==> config.mk <==
export PLATFORM = sky130hd
export DESIGN_NAME = control_unit_staged
export DESIGN_NICKNAME = d
export VERILOG_FILES = /design/src/rtl/control_unit_staged.sv
export SDC_FILE = /design/constraint.sdc
export NUM_CORES = 1
export LEC_CHECK = 0
export BUFFER_PORTS_ARGS = -buffer_cell sky130_fd_sc_hd__buf_4
export CAP_MARGIN = 15
export CORE_UTILIZATION = 47
export CTS_CLUSTER_SIZE = 8
export DETAILED_ROUTE_END_ITERATION = 10
export GPL_TIMING_DRIVEN = 1
export PLACE_DENSITY = 0.78
export SLEW_MARGIN = 20
export SYNTH_ARGS = -nofsm -noshare
export SYNTH_HDL_FRONTEND = slang
export SYNTH_SLANG_ARGS = --single-unit
==> constraint.sdc <==
create_clock -name CLK -period 1.82 [get_ports CLK]
set_clock_uncertainty 0.05 [all_clocks]
set_input_delay 0.091 -clock CLK [delete_from_list [all_inputs] [get_ports CLK]]
set_output_delay 0.091 -clock CLK [all_outputs]
set_load 0.02 [all_outputs]
==> src/rtl/control_unit_staged.sv <==
// control_unit_staged
//   Registered RV32IM decode stage. It turns an accepted instruction word into
//   ID/EX control signals one cycle later. It has a valid/ready handshake, a
//   downstream stall and a flush input. A multi-cycle hold blocks issue while a
//   MUL- or DIV-class op occupies the ALU.
// Ports
//   CLK, RESETN        clock (rising edge), asynchronous active-low reset
//   INSTRUCTION        instruction word from fetch
//   IN_VALID/IN_READY  input handshake; accept = IN_VALID & IN_READY
//   STALL, FLUSH       hold the current output / discard output and any hold
//   OUT_VALID          outputs carry a real instruction (0 = bubble)
//   ALUOP .. MEM_WRITE decoded controls for the EX/MEM/WB muxes
//   ILLEGAL            accepted word did not decode
//   BUSY               multi-cycle hold active
module control_unit_staged #(
    parameter int ALUOP_W    = 5,
    parameter int MUL_CYCLES = 1,
    parameter int DIV_CYCLES = 32
) (
    input  logic               CLK,
    input  logic               RESETN,
    input  logic [31:0]        INSTRUCTION,
    input  logic               IN_VALID,
    output logic               IN_READY,
    input  logic               STALL,
    input  logic               FLUSH,
    output logic               OUT_VALID,
    output logic [ALUOP_W-1:0] ALUOP,
    output logic [2:0]         IMME_SELECT,
    output logic               MUX1_SELECT,
    output logic               MUX2_SELECT,
    output logic [2:0]         BR_SEL,
    output logic               WRITEENABLE,
    output logic [1:0]         MEM_READ,
    output logic               MEM_UNSIGNED,
    output logic [1:0]         MEM_WRITE,
    output logic               ILLEGAL,
    output logic               BUSY
);
    typedef struct packed {
        logic [4:0] aluop;
        logic [2:0] imm;
        logic       mux1;
        logic       mux2;
        logic [2:0] br;
        logic       we;
        logic [1:0] mrd;
        logic       munsigned;
        logic [1:0] mwr;
        logic       ill;
    } ctl_t;

    localparam ctl_t CTL_NOP = '{aluop: 5'd0, imm: 3'b111, mux1: 1'b0, mux2: 1'b0, br: 3'b000,
                                 we: 1'b0, mrd: 2'b00, munsigned: 1'b0, mwr: 2'b00, ill: 1'b0};

    localparam logic [4:0] OP_ADD = 5'd1,  OP_SUB = 5'd2,  OP_SLL = 5'd3,  OP_SLT = 5'd4;
    localparam logic [4:0] OP_SLTU = 5'd5, OP_XOR = 5'd6,  OP_SRL = 5'd7,  OP_SRA = 5'd8;
    localparam logic [4:0] OP_OR = 5'd9,   OP_AND = 5'd10, OP_MUL0 = 5'd11, OP_DIV0 = 5'd15;
    localparam logic [4:0] OP_PASSB = 5'd19, OP_LINK = 5'd20;

    localparam int MAX_CYC = (MUL_CYCLES > DIV_CYCLES) ? MUL_CYCLES : DIV_CYCLES;
    localparam int CNT_W   = $clog2(MAX_CYC + 1);
    localparam logic [CNT_W-1:0] MUL_LOAD = CNT_W'(MUL_CYCLES - 1);
    localparam logic [CNT_W-1:0] DIV_LOAD = CNT_W'(DIV_CYCLES - 1);
    localparam logic MUL_HOLDS = (MUL_CYCLES > 1);
    localparam logic DIV_HOLDS = (DIV_CYCLES > 1);

    typedef enum logic {RUN = 1'b0, HOLD = 1'b1} state_t;

    logic [6:0]       opcode, funct7;
    logic [2:0]       funct3;
    ctl_t             dec;
    logic             legal, is_mul, is_div, accept;
    ctl_t             ctl_q, ctl_d;
    logic             valid_q, valid_d;
    state_t           state_q, state_d;
    logic [CNT_W-1:0] cnt_q, cnt_d;
    logic             busy;
    logic             unused_fields;

    assign opcode = INSTRUCTION[6:0];
    assign funct3 = INSTRUCTION[14:12];
    assign funct7 = INSTRUCTION[31:25];
    // rd/rs1/rs2 are consumed by the register file, not by this stage.
    assign unused_fields = ^{INSTRUCTION[24:15], INSTRUCTION[11:7]};

    always_comb begin
        dec    = CTL_NOP;
        legal  = 1'b1;
        is_mul = 1'b0;
        is_div = 1'b0;
        case (opcode)
            7'b0110011: begin
                dec.we = 1'b1;
                case ({funct7, funct3})
                    {7'h00, 3'd0}: dec.aluop = OP_ADD;
                    {7'h20, 3'd0}: dec.aluop = OP_SUB;
                    {7'h00, 3'd1}: dec.aluop = OP_SLL;
                    {7'h00, 3'd2}: dec.aluop = OP_SLT;
                    {7'h00, 3'd3}: dec.aluop = OP_SLTU;
                    {7'h00, 3'd4}: dec.aluop = OP_XOR;
                    {7'h00, 3'd5}: dec.aluop = OP_SRL;
                    {7'h20, 3'd5}: dec.aluop = OP_SRA;
                    {7'h00, 3'd6}: dec.aluop = OP_OR;
                    {7'h00, 3'd7}: dec.aluop = OP_AND;
                    default: begin
                        // M extension: funct3 0..3 multiply family, 4..7 divide family
                        if (funct7 == 7'h01) begin
                            dec.aluop = (funct3[2] ? OP_DIV0 : OP_MUL0) + {3'b000, funct3[1:0]};
                            is_mul    = ~funct3[2];
                            is_div    = funct3[2];
                        end else begin
                            legal = 1'b0;
                        end
                    end
                endcase
            end
            7'b0010011: begin
                dec.we   = 1'b1;
                dec.imm  = 3'b000;
                dec.mux2 = 1'b1;
                case (funct3)
                    3'd0: dec.aluop = OP_ADD;
                    3'd2: dec.aluop = OP_SLT;
                    3'd3: dec.aluop = OP_SLTU;
                    3'd4: dec.aluop = OP_XOR;
                    3'd6: dec.aluop = OP_OR;
                    3'd7: dec.aluop = OP_AND;
                    3'd1: if (funct7 == 7'h00) dec.aluop = OP_SLL; else legal = 1'b0;
                    default: begin
                        if (funct7 == 7'h00)      dec.aluop = OP_SRL;
                        else if (funct7 == 7'h20) dec.aluop = OP_SRA;
                        else                      legal = 1'b0;
                    end
                endcase
            end
            7'b0000011: begin
                dec.aluop = OP_ADD; dec.imm = 3'b000; dec.mux2 = 1'b1; dec.we = 1'b1;
                case (funct3)
                    3'd0: dec.mrd = 2'b01;
                    3'd1: dec.mrd = 2'b10;
                    3'd2: dec.mrd = 2'b11;
                    3'd4: begin dec.mrd = 2'b01; dec.munsigned = 1'b1; end
                    3'd5: begin dec.mrd = 2'b10; dec.munsigned = 1'b1; end
                    default: legal = 1'b0;
                endcase
            end
            7'b0100011: begin
                dec.aluop = OP_ADD; dec.imm = 3'b001; dec.mux2 = 1'b1;
                case (funct3)
                    3'd0: dec.mwr = 2'b01;
                    3'd1: dec.mwr = 2'b10;
                    3'd2: dec.mwr = 2'b11;
                    default: legal = 1'b0;
                endcase
            end
            7'b1100011: begin
                dec.aluop = OP_ADD; dec.imm = 3'b010;
                case (funct3)
                    3'd0: dec.br = 3'b001;
                    3'd1: dec.br = 3'b010;
                    3'd4: dec.br = 3'b011;
                    3'd5: dec.br = 3'b100;
                    3'd6: dec.br = 3'b101;
                    3'd7: dec.br = 3'b110;
                    default: legal = 1'b0;
                endcase
            end
            7'b1101111: begin
                dec.aluop = OP_LINK; dec.imm = 3'b100; dec.mux1 = 1'b1; dec.mux2 = 1'b1;
                dec.br = 3'b111; dec.we = 1'b1;
            end
            7'b1100111: begin
                dec.aluop = OP_LINK; dec.imm = 3'b000; dec.mux2 = 1'b1;
                dec.br = 3'b111; dec.we = 1'b1;
                if (funct3 != 3'd0) legal = 1'b0;
            end
            7'b0110111: begin
                dec.aluop = OP_PASSB; dec.imm = 3'b011; dec.mux2 = 1'b1; dec.we = 1'b1;
            end
            7'b0010111: begin
                dec.aluop = OP_ADD; dec.imm = 3'b011; dec.mux1 = 1'b1; dec.mux2 = 1'b1; dec.we = 1'b1;
            end
            default: legal = 1'b0;
        endcase
        if (!legal) begin
            dec     = CTL_NOP;
            dec.ill = 1'b1;
            is_mul  = 1'b0;
            is_div  = 1'b0;
        end
    end

    assign accept = IN_VALID & IN_READY;

    // Output register: flush beats stall, stall beats a new accept, otherwise a bubble.
    always_comb begin
        valid_d = 1'b0;
        ctl_d   = CTL_NOP;
        if (FLUSH) begin
            valid_d = 1'b0;
        end else if (valid_q && STALL) begin
            valid_d = valid_q;
            ctl_d   = ctl_q;
        end else if (accept) begin
            valid_d = 1'b1;
            ctl_d   = dec;
        end
    end

    always_ff @(posedge CLK or negedge RESETN) begin
        if (!RESETN) begin
            valid_q <= 1'b0;
            ctl_q   <= CTL_NOP;
        end else begin
            valid_q <= valid_d;
            ctl_q   <= ctl_d;
        end
    end

    // Hold FSM: state register
    always_ff @(posedge CLK or negedge RESETN) begin
        if (!RESETN) begin
            state_q <= RUN;
            cnt_q   <= '0;
        end else begin
            state_q <= state_d;
            cnt_q   <= cnt_d;
        end
    end

    // Hold FSM: next state. The counter keeps running under STALL.
    always_comb begin
        state_d = state_q;
        cnt_d   = cnt_q;
        if (FLUSH) begin
            state_d = RUN;
            cnt_d   = '0;
        end else begin
            case (state_q)
                RUN: begin
                    if (accept && is_mul && MUL_HOLDS) begin
                        state_d = HOLD;
                        cnt_d   = MUL_LOAD;
                    end else if (accept && is_div && DIV_HOLDS) begin
                        state_d = HOLD;
                        cnt_d   = DIV_LOAD;
                    end
                end
                default: begin
                    if (cnt_q == CNT_W'(1)) begin
                        state_d = RUN;
                        cnt_d   = '0;
                    end else begin
                        cnt_d = cnt_q - CNT_W'(1);
                    end
                end
            endcase
        end
    end

    // Hold FSM: outputs
    always_comb begin
        busy     = (state_q == HOLD);
        IN_READY = !busy && !FLUSH && !(valid_q && STALL);
    end

    assign BUSY         = busy;
    assign OUT_VALID    = valid_q;
    assign ALUOP        = ALUOP_W'(ctl_q.aluop);
    assign IMME_SELECT  = ctl_q.imm;
    assign MUX1_SELECT  = ctl_q.mux1;
    assign MUX2_SELECT  = ctl_q.mux2;
    assign BR_SEL       = ctl_q.br;
    assign WRITEENABLE  = ctl_q.we;
    assign MEM_READ     = ctl_q.mrd;
    assign MEM_UNSIGNED = ctl_q.munsigned;
    assign MEM_WRITE    = ctl_q.mwr;
    assign ILLEGAL      = ctl_q.ill;
endmodule

# After elaboration in Yosys (flattened, before gate mapping)
# Index checks and enable logic that the tools add are counted.
dict set report word_totals {
  in_bits 37
  mem_bits_ro 0
  latchBits 0
  output_inout_bits 23
  memories 0
  mem_bits_rw 0
  reg_bits 28
}
dict set report op_classes {
  n_shift 0
  reduce_logical 28
  bitwise 1
  addsub 2
  n_eq_ne 29
  magnitude_cmp 0
  mul 0
  mux 49
  div_mod_pow 0
}
# cell count
set ops {}
lappend ops {{$mux W20} 4}
lappend ops {{$pmux W5 S10} 1}
lappend ops {{$eq A10 B3 Y1 const B} 4}
lappend ops {{$eq A7 B6 Y1 const B} 4}
lappend ops {{$pmux W4 S7} 1}
lappend ops {{$pmux W5 S5} 1}
lappend ops {{$mux W1} 24}
lappend ops {{$mux W6} 4}
lappend ops {{$eq A7 B7 Y1 const B} 3}
lappend ops {{$eq A10 B2 Y1 const B} 2}
lappend ops {{$eq A10 B9 Y1 const B} 2}
lappend ops {{$pmux W3 S6} 1}
lappend ops {{$pmux W3 S5} 1}
lappend ops {{$eq A7 B5 Y1 const B} 2}
lappend ops {{$reduce_or A7 Y1} 2}
lappend ops {{$eq A3 B3 Y1 const B} 4}
lappend ops {{$pmux W2 S3} 2}
lappend ops {{$reduce_or A2 Y1} 6}
lappend ops {{$reduce_or A6 Y1} 2}
lappend ops {{$eq A10 B1 Y1 const B} 1}
lappend ops {{$logic_not A10 Y1} 1}
lappend ops {{$reduce_or A10 Y1} 1}
lappend ops {{$reduce_or A3 Y1} 3}
lappend ops {{$mux W4} 2}
lappend ops {{other kinds (22)} 31}

# Logic depth before layout (Yosys ltp)
dict set report logic_depth {
  word_depth 10
  ltp_mapped 9
  ltp_nobuf 8
}

# Worst setup path after synthesis
# OpenSTA, ideal clock, no wires.
dict set report synth_timing {
  path_type {register to register}
  startpoint {register valid_q (netlist: OUT_VALID)}
  endpoint {register cnt_q[1]}
  t_required_ns 1.683
  n_path_buf 1
  setup_slack_ns -0.603
  stages_incl_launch_ff 7
  arrival_time_ns 2.286
  cell_sequence {dfrtp_1 -> a211oi_1 -> nand2_1 -> or4_4 -> buf_6 -> nor3b_1 -> a211oi_2}
}
dict set report synth_via {
  elab_chain_len 6
}
# element line
set synth_rtl {}
lappend synth_rtl {{start, declared} 75} ;# logic valid_q, valid_d;
lappend synth_rtl {{start signal, assigned} 216} ;# valid_q <= valid_d;
lappend synth_rtl {{$logic_and A1 B1 Y1} 265} ;# IN_READY = !busy && !FLUSH && !(valid_q && STALL);
lappend synth_rtl {{$logic_not A1 Y1} 265}
lappend synth_rtl {{$logic_and A1 B1 Y1} 265}
lappend synth_rtl {{via IN_READY} 24} ;# output logic IN_READY,
lappend synth_rtl {{$and A1 B1 Y1} 194} ;# assign accept = IN_VALID & IN_READY;
lappend synth_rtl {{$logic_and A1 B1 Y1} 245} ;# end else if (accept && is_div && DIV_HOLDS) begin
lappend synth_rtl {{$reduce_bool A3 Y1 (no line)} --}
lappend synth_rtl {{end signal, assigned} 228} ;# cnt_q <= cnt_d;
lappend synth_rtl {{end, declared} 77} ;# logic [CNT_W-1:0] cnt_q, cnt_d;
# The timed path passes the listed nets, and every way through them passes these cells.
# A chain may end at the register's enable or synchronous reset.

# Worst setup path after layout
dict set report layout_timing {
  startpoint {register valid_q (netlist: OUT_VALID)}
  endpoint {register cnt_q[1]}
}
dict set report layout_via {
  elab_chain_len 6
}
# element line
set layout_rtl {}
lappend layout_rtl {{$logic_and A1 B1 Y1} 265}
lappend layout_rtl {{$logic_not A1 Y1} 265}
lappend layout_rtl {{$logic_and A1 B1 Y1} 265}
lappend layout_rtl {{$and A1 B1 Y1} 194}
lappend layout_rtl {{$logic_and A1 B1 Y1} 245}
lappend layout_rtl {{$reduce_bool A3 Y1 (no line)} --}
# Every way passes these cells.

==> results_dict.tcl <==
set metrics [dict create \
    n_fill_cell 351 \
    dieWidth_um 67.8 \
    viasPerCell 5.83 \
    ys_ff_latch 28 \
    synth_xor_area_share_pct 0 \
    r2r-start "OUT_VALID$_DFFE_PN0P_" \
    leakage_uw 0.00132 \
    synth_compound_area_share_pct 28.2 \
    synth-simple-area-share_pct 26.1 \
    ant_nets 0 \
    drive_gt1_share_pct 33.0 \
    io_buffers 44 \
    finalSetupTns_ns 0 \
    std_cell_rows 23 \
    critical_path.endpoint_type "flip-flop" \
    final_cells 383 \
    pin_count 60 \
    vias 2234 \
    cts_tree "built" \
    root_buffer "clkbuf_8" \
    crit_path_start_kind "flip-flop" \
    r2r_cells 5 \
    core_mm2 0.00409 \
    maxCapViolCount 0 \
    multi_input_area_mm2 0.00125 \
    cts.sinks 28 \
    synth_ff_type "dfrtp_1" \
    n_antenna_cell 0 \
    avgSynthCellArea_um2 8.15 \
    cp_data_required_time_ns 1.97 \
    yosysWarnings 0 \
    placedCellCount 375 \
    ir_drop_v 0.000309 \
    worstPathMaxFanout 4 \
    slew_headroom_pct 71.6 \
    wl_per_cell_um 15.7 \
    r2r_end "cnt_q[1]$_DFFE_PN0P_" \
    synth_cells 250 \
    synth_seq_area_share_pct 34.6 \
    cts_buffers 3 \
    dieHeight_um 67.8 \
    synthMuxAreaShare_pct 0 \
    drc 0 \
    synthAdderAreaFrac_pct 4.91 \
    synth.cell_area_mm2 0.00204 \
    period_needed_ns 1.77 \
    start_util_pct 49.8 \
    seq_area_um2 707 \
    final_nets 379 \
    rsz0062_at_grt "true" \
    ff2ff_setup_slack_ns 0.05 \
    whs_endpoint "OUT_VALID$_DFFE_PN0P_" \
    grtUsageTotal_pct 28.0 \
    finalWirelength_um 6010 \
    die_area_mm2 0.00460 \
    async_flop_share_pct 100 \
    overflow 0 \
    drv_slew 0 \
    criticalPathCategory "flip-flop to flip-flop" \
    synth-edff-count 0 \
    syn_nets 295 \
    synth_cell_types 60 \
    grt_pass1_wl_um 9690 \
    hold_start "STALL" \
    ctsHtreeMaxLevel 1 \
    hold_viol_final 0 \
    status "completed" \
    max_freq_ghz 0.565 \
    grt_max_degree 29 \
    cts_buffer_depth 2 \
    power.density_mw_per_mm2 458 \
    setup_viol 0 \
    first_pass_iters 4 \
    antenna_found_initial 0 \
    path_clk_slew_ns 0.09 \
    grt_pass1_vias 2104 \
    fin_crit_sh_pct 97.2 \
    gp_congestion 0.946 \
    area_growth_pct 39.3 \
    clock_latency_ns 0.28 \
    synth_top_family_by_area "compound AO/OA/AOI/OAI gates" \
    tightest_slew_ns 0.424 \
    worstPathArrival_ns 1.92 \
    hpwl_um 4840 \
    design_area_mm2 0.00284 \
    hp-class "input pin to flip-flop" \
    postPlaceCellArea_mm2 0.00275 \
    drt_iter0_drc 233 \
    whs_path_depth 4 \
]
==> layer usage <==
metal	share of wire, %	GRT usage (%)
met1	46	38.1
met2	48	47.3
met3	5.5	4.17
met4	0.55	4.69
met5	0	0
==> layout make-up <==
class	instances	share of cell area [%]
well taps	50	2.21
flip-flops and latches	28	24.9
multi-input cells	193	44.0
inverters	15	1.99
repair buffers	93	25.3
clock buffers	4	1.59
==> worst max-delay path by stage <==
stage,startpoint,to,cells past startpoint
floorplan,OUT_VALID$_DFFE_PN0P_,cnt_q[1]$_DFFE_PN0P_,6
global placement,INSTRUCTION[29],cnt_q[1]$_DFFE_PN0P_,6
detailed placement,INSTRUCTION[29],cnt_q[1]$_DFFE_PN0P_,6
CTS,OUT_VALID$_DFFE_PN0P_,cnt_q[1]$_DFFE_PN0P_,5
global route,OUT_VALID$_DFFE_PN0P_,cnt_q[1]$_DFFE_PN0P_,5
finish,OUT_VALID$_DFFE_PN0P_,cnt_q[1]$_DFFE_PN0P_,5
==> cells in the final DEF, fill, tap and decap left out, types with 2 or more instances in the layout <==
master         count
and3_1             2
a21oi_1           10
o211ai_1           3
nand3_1            5
o22a_1             2
or4_4              2
nor2_1            17
clkbuf_8           3
nand4_1            2
a211oi_1           3
dlygate4sd3_1      3
a221o_1            2
ha_1               8
o21ai_0           13
a31oi_1            5
nor3_1            13
o21bai_1           2
buf_4             89
or3_1              7
dfrtp_2            2
inv_1             14
dfstp_2            3
o31a_1             2
dfrtp_1           23
o21a_1             3
nor2b_1            4
o21ai_1           13
nand2b_1           4
a21o_1             2
nor4_1             2
nand2_1           30
a22o_1             2
nor4b_1            2
o311ai_1           3
==> cells in the mapped netlist (all sizes together) (2+ instances only) <==
cell / instances / share of area [%]
a211oi: 5 / 2.1
a21o: 2 / 0.74
a21oi: 10 / 2.5
a221o: 2 / 0.98
a22o: 2 / 0.86
a31oi: 5 / 1.5
and3: 2 / 0.61
buf: 4 / 1.6
clkbuf: 10 / 1.8
dfrtp: 25 / 31
dfstp: 3 / 3.9
ha: 8 / 4.9
inv: 15 / 2.8
nand2: 31 / 5.7
nand2b: 4 / 1.2
nand3: 5 / 1.2
nand4: 2 / 0.61
nor2: 17 / 3.1
nor2b: 4 / 1.2
nor3: 14 / 3.7
nor4: 2 / 0.61
nor4b: 3 / 1.3
o211ai: 3 / 1.1
o21a: 3 / 1.1
o21ai: 26 / 6.4
o21bai: 2 / 0.74
o22a: 2 / 0.86
o311ai: 3 / 1.3
o31a: 2 / 0.86
o31ai: 2 / 0.74
or2: 2 / 0.61
or3: 7 / 2.1
or4: 2 / 1.1
==> report_power, final <==
group	internal [uW]	leakage, uW	switching, uW
logic	154	0.000918	166
clock network	157	0.0000228	191
registers	626	0.000376	3.85
==> metrics by stage <==
stage	worst slack [ns]	total power [uW]	util (%)	hold slack (ns)
after floorplan	-0.156	791	-	-0.255
after CTS	0.0225	1290	68.9	0.0267
after global routing	-0.0232	1370	69.4	0.0751
final	0.0514	1300	69.4	0.0877
after global placement	-0.187	945	67.3	-0.0292
after detailed placement	-0.226	950	67.3	-0.0201
==> cell families after synthesis <==
group / after synthesis
AOI/OAI and AO/OA: 83
adders and majority gates: 8
buffers and inverters: 29
DFF: 28
and+or+nand+nor: 102
==> critical path: stages (launching register included) <==
cell and delay [ns]:
dfrtp_2 0.45, a211oi_4 0.24, nand2_2 0.10, or4_4 0.54, nor3b_1 0.17, a211oi_2 0.14
==> registers in the layout, indices dropped and copies added, names as in the netlist <==
name and count:
ALUOP 5, BR_SEL 3, BUSY 1, ILLEGAL 1, IMME_SELECT 3, MEM_READ 2
MEM_UNSIGNED 1, MEM_WRITE 2, MUX1_SELECT 1, MUX2_SELECT 1, OUT_VALID 1, WRITEENABLE 1
cnt_q 6
==> timing repair <==
item | 4_1_cts | 5_1_grt
hold buffers | 2 | 1
resized for setup | 0 | 1
setup endpoints to repair | 0 | 4
setup buffers | 0 | 1
endpoints found under the hold margin | 29 | 1
Power figures use the tool's default switching activity.
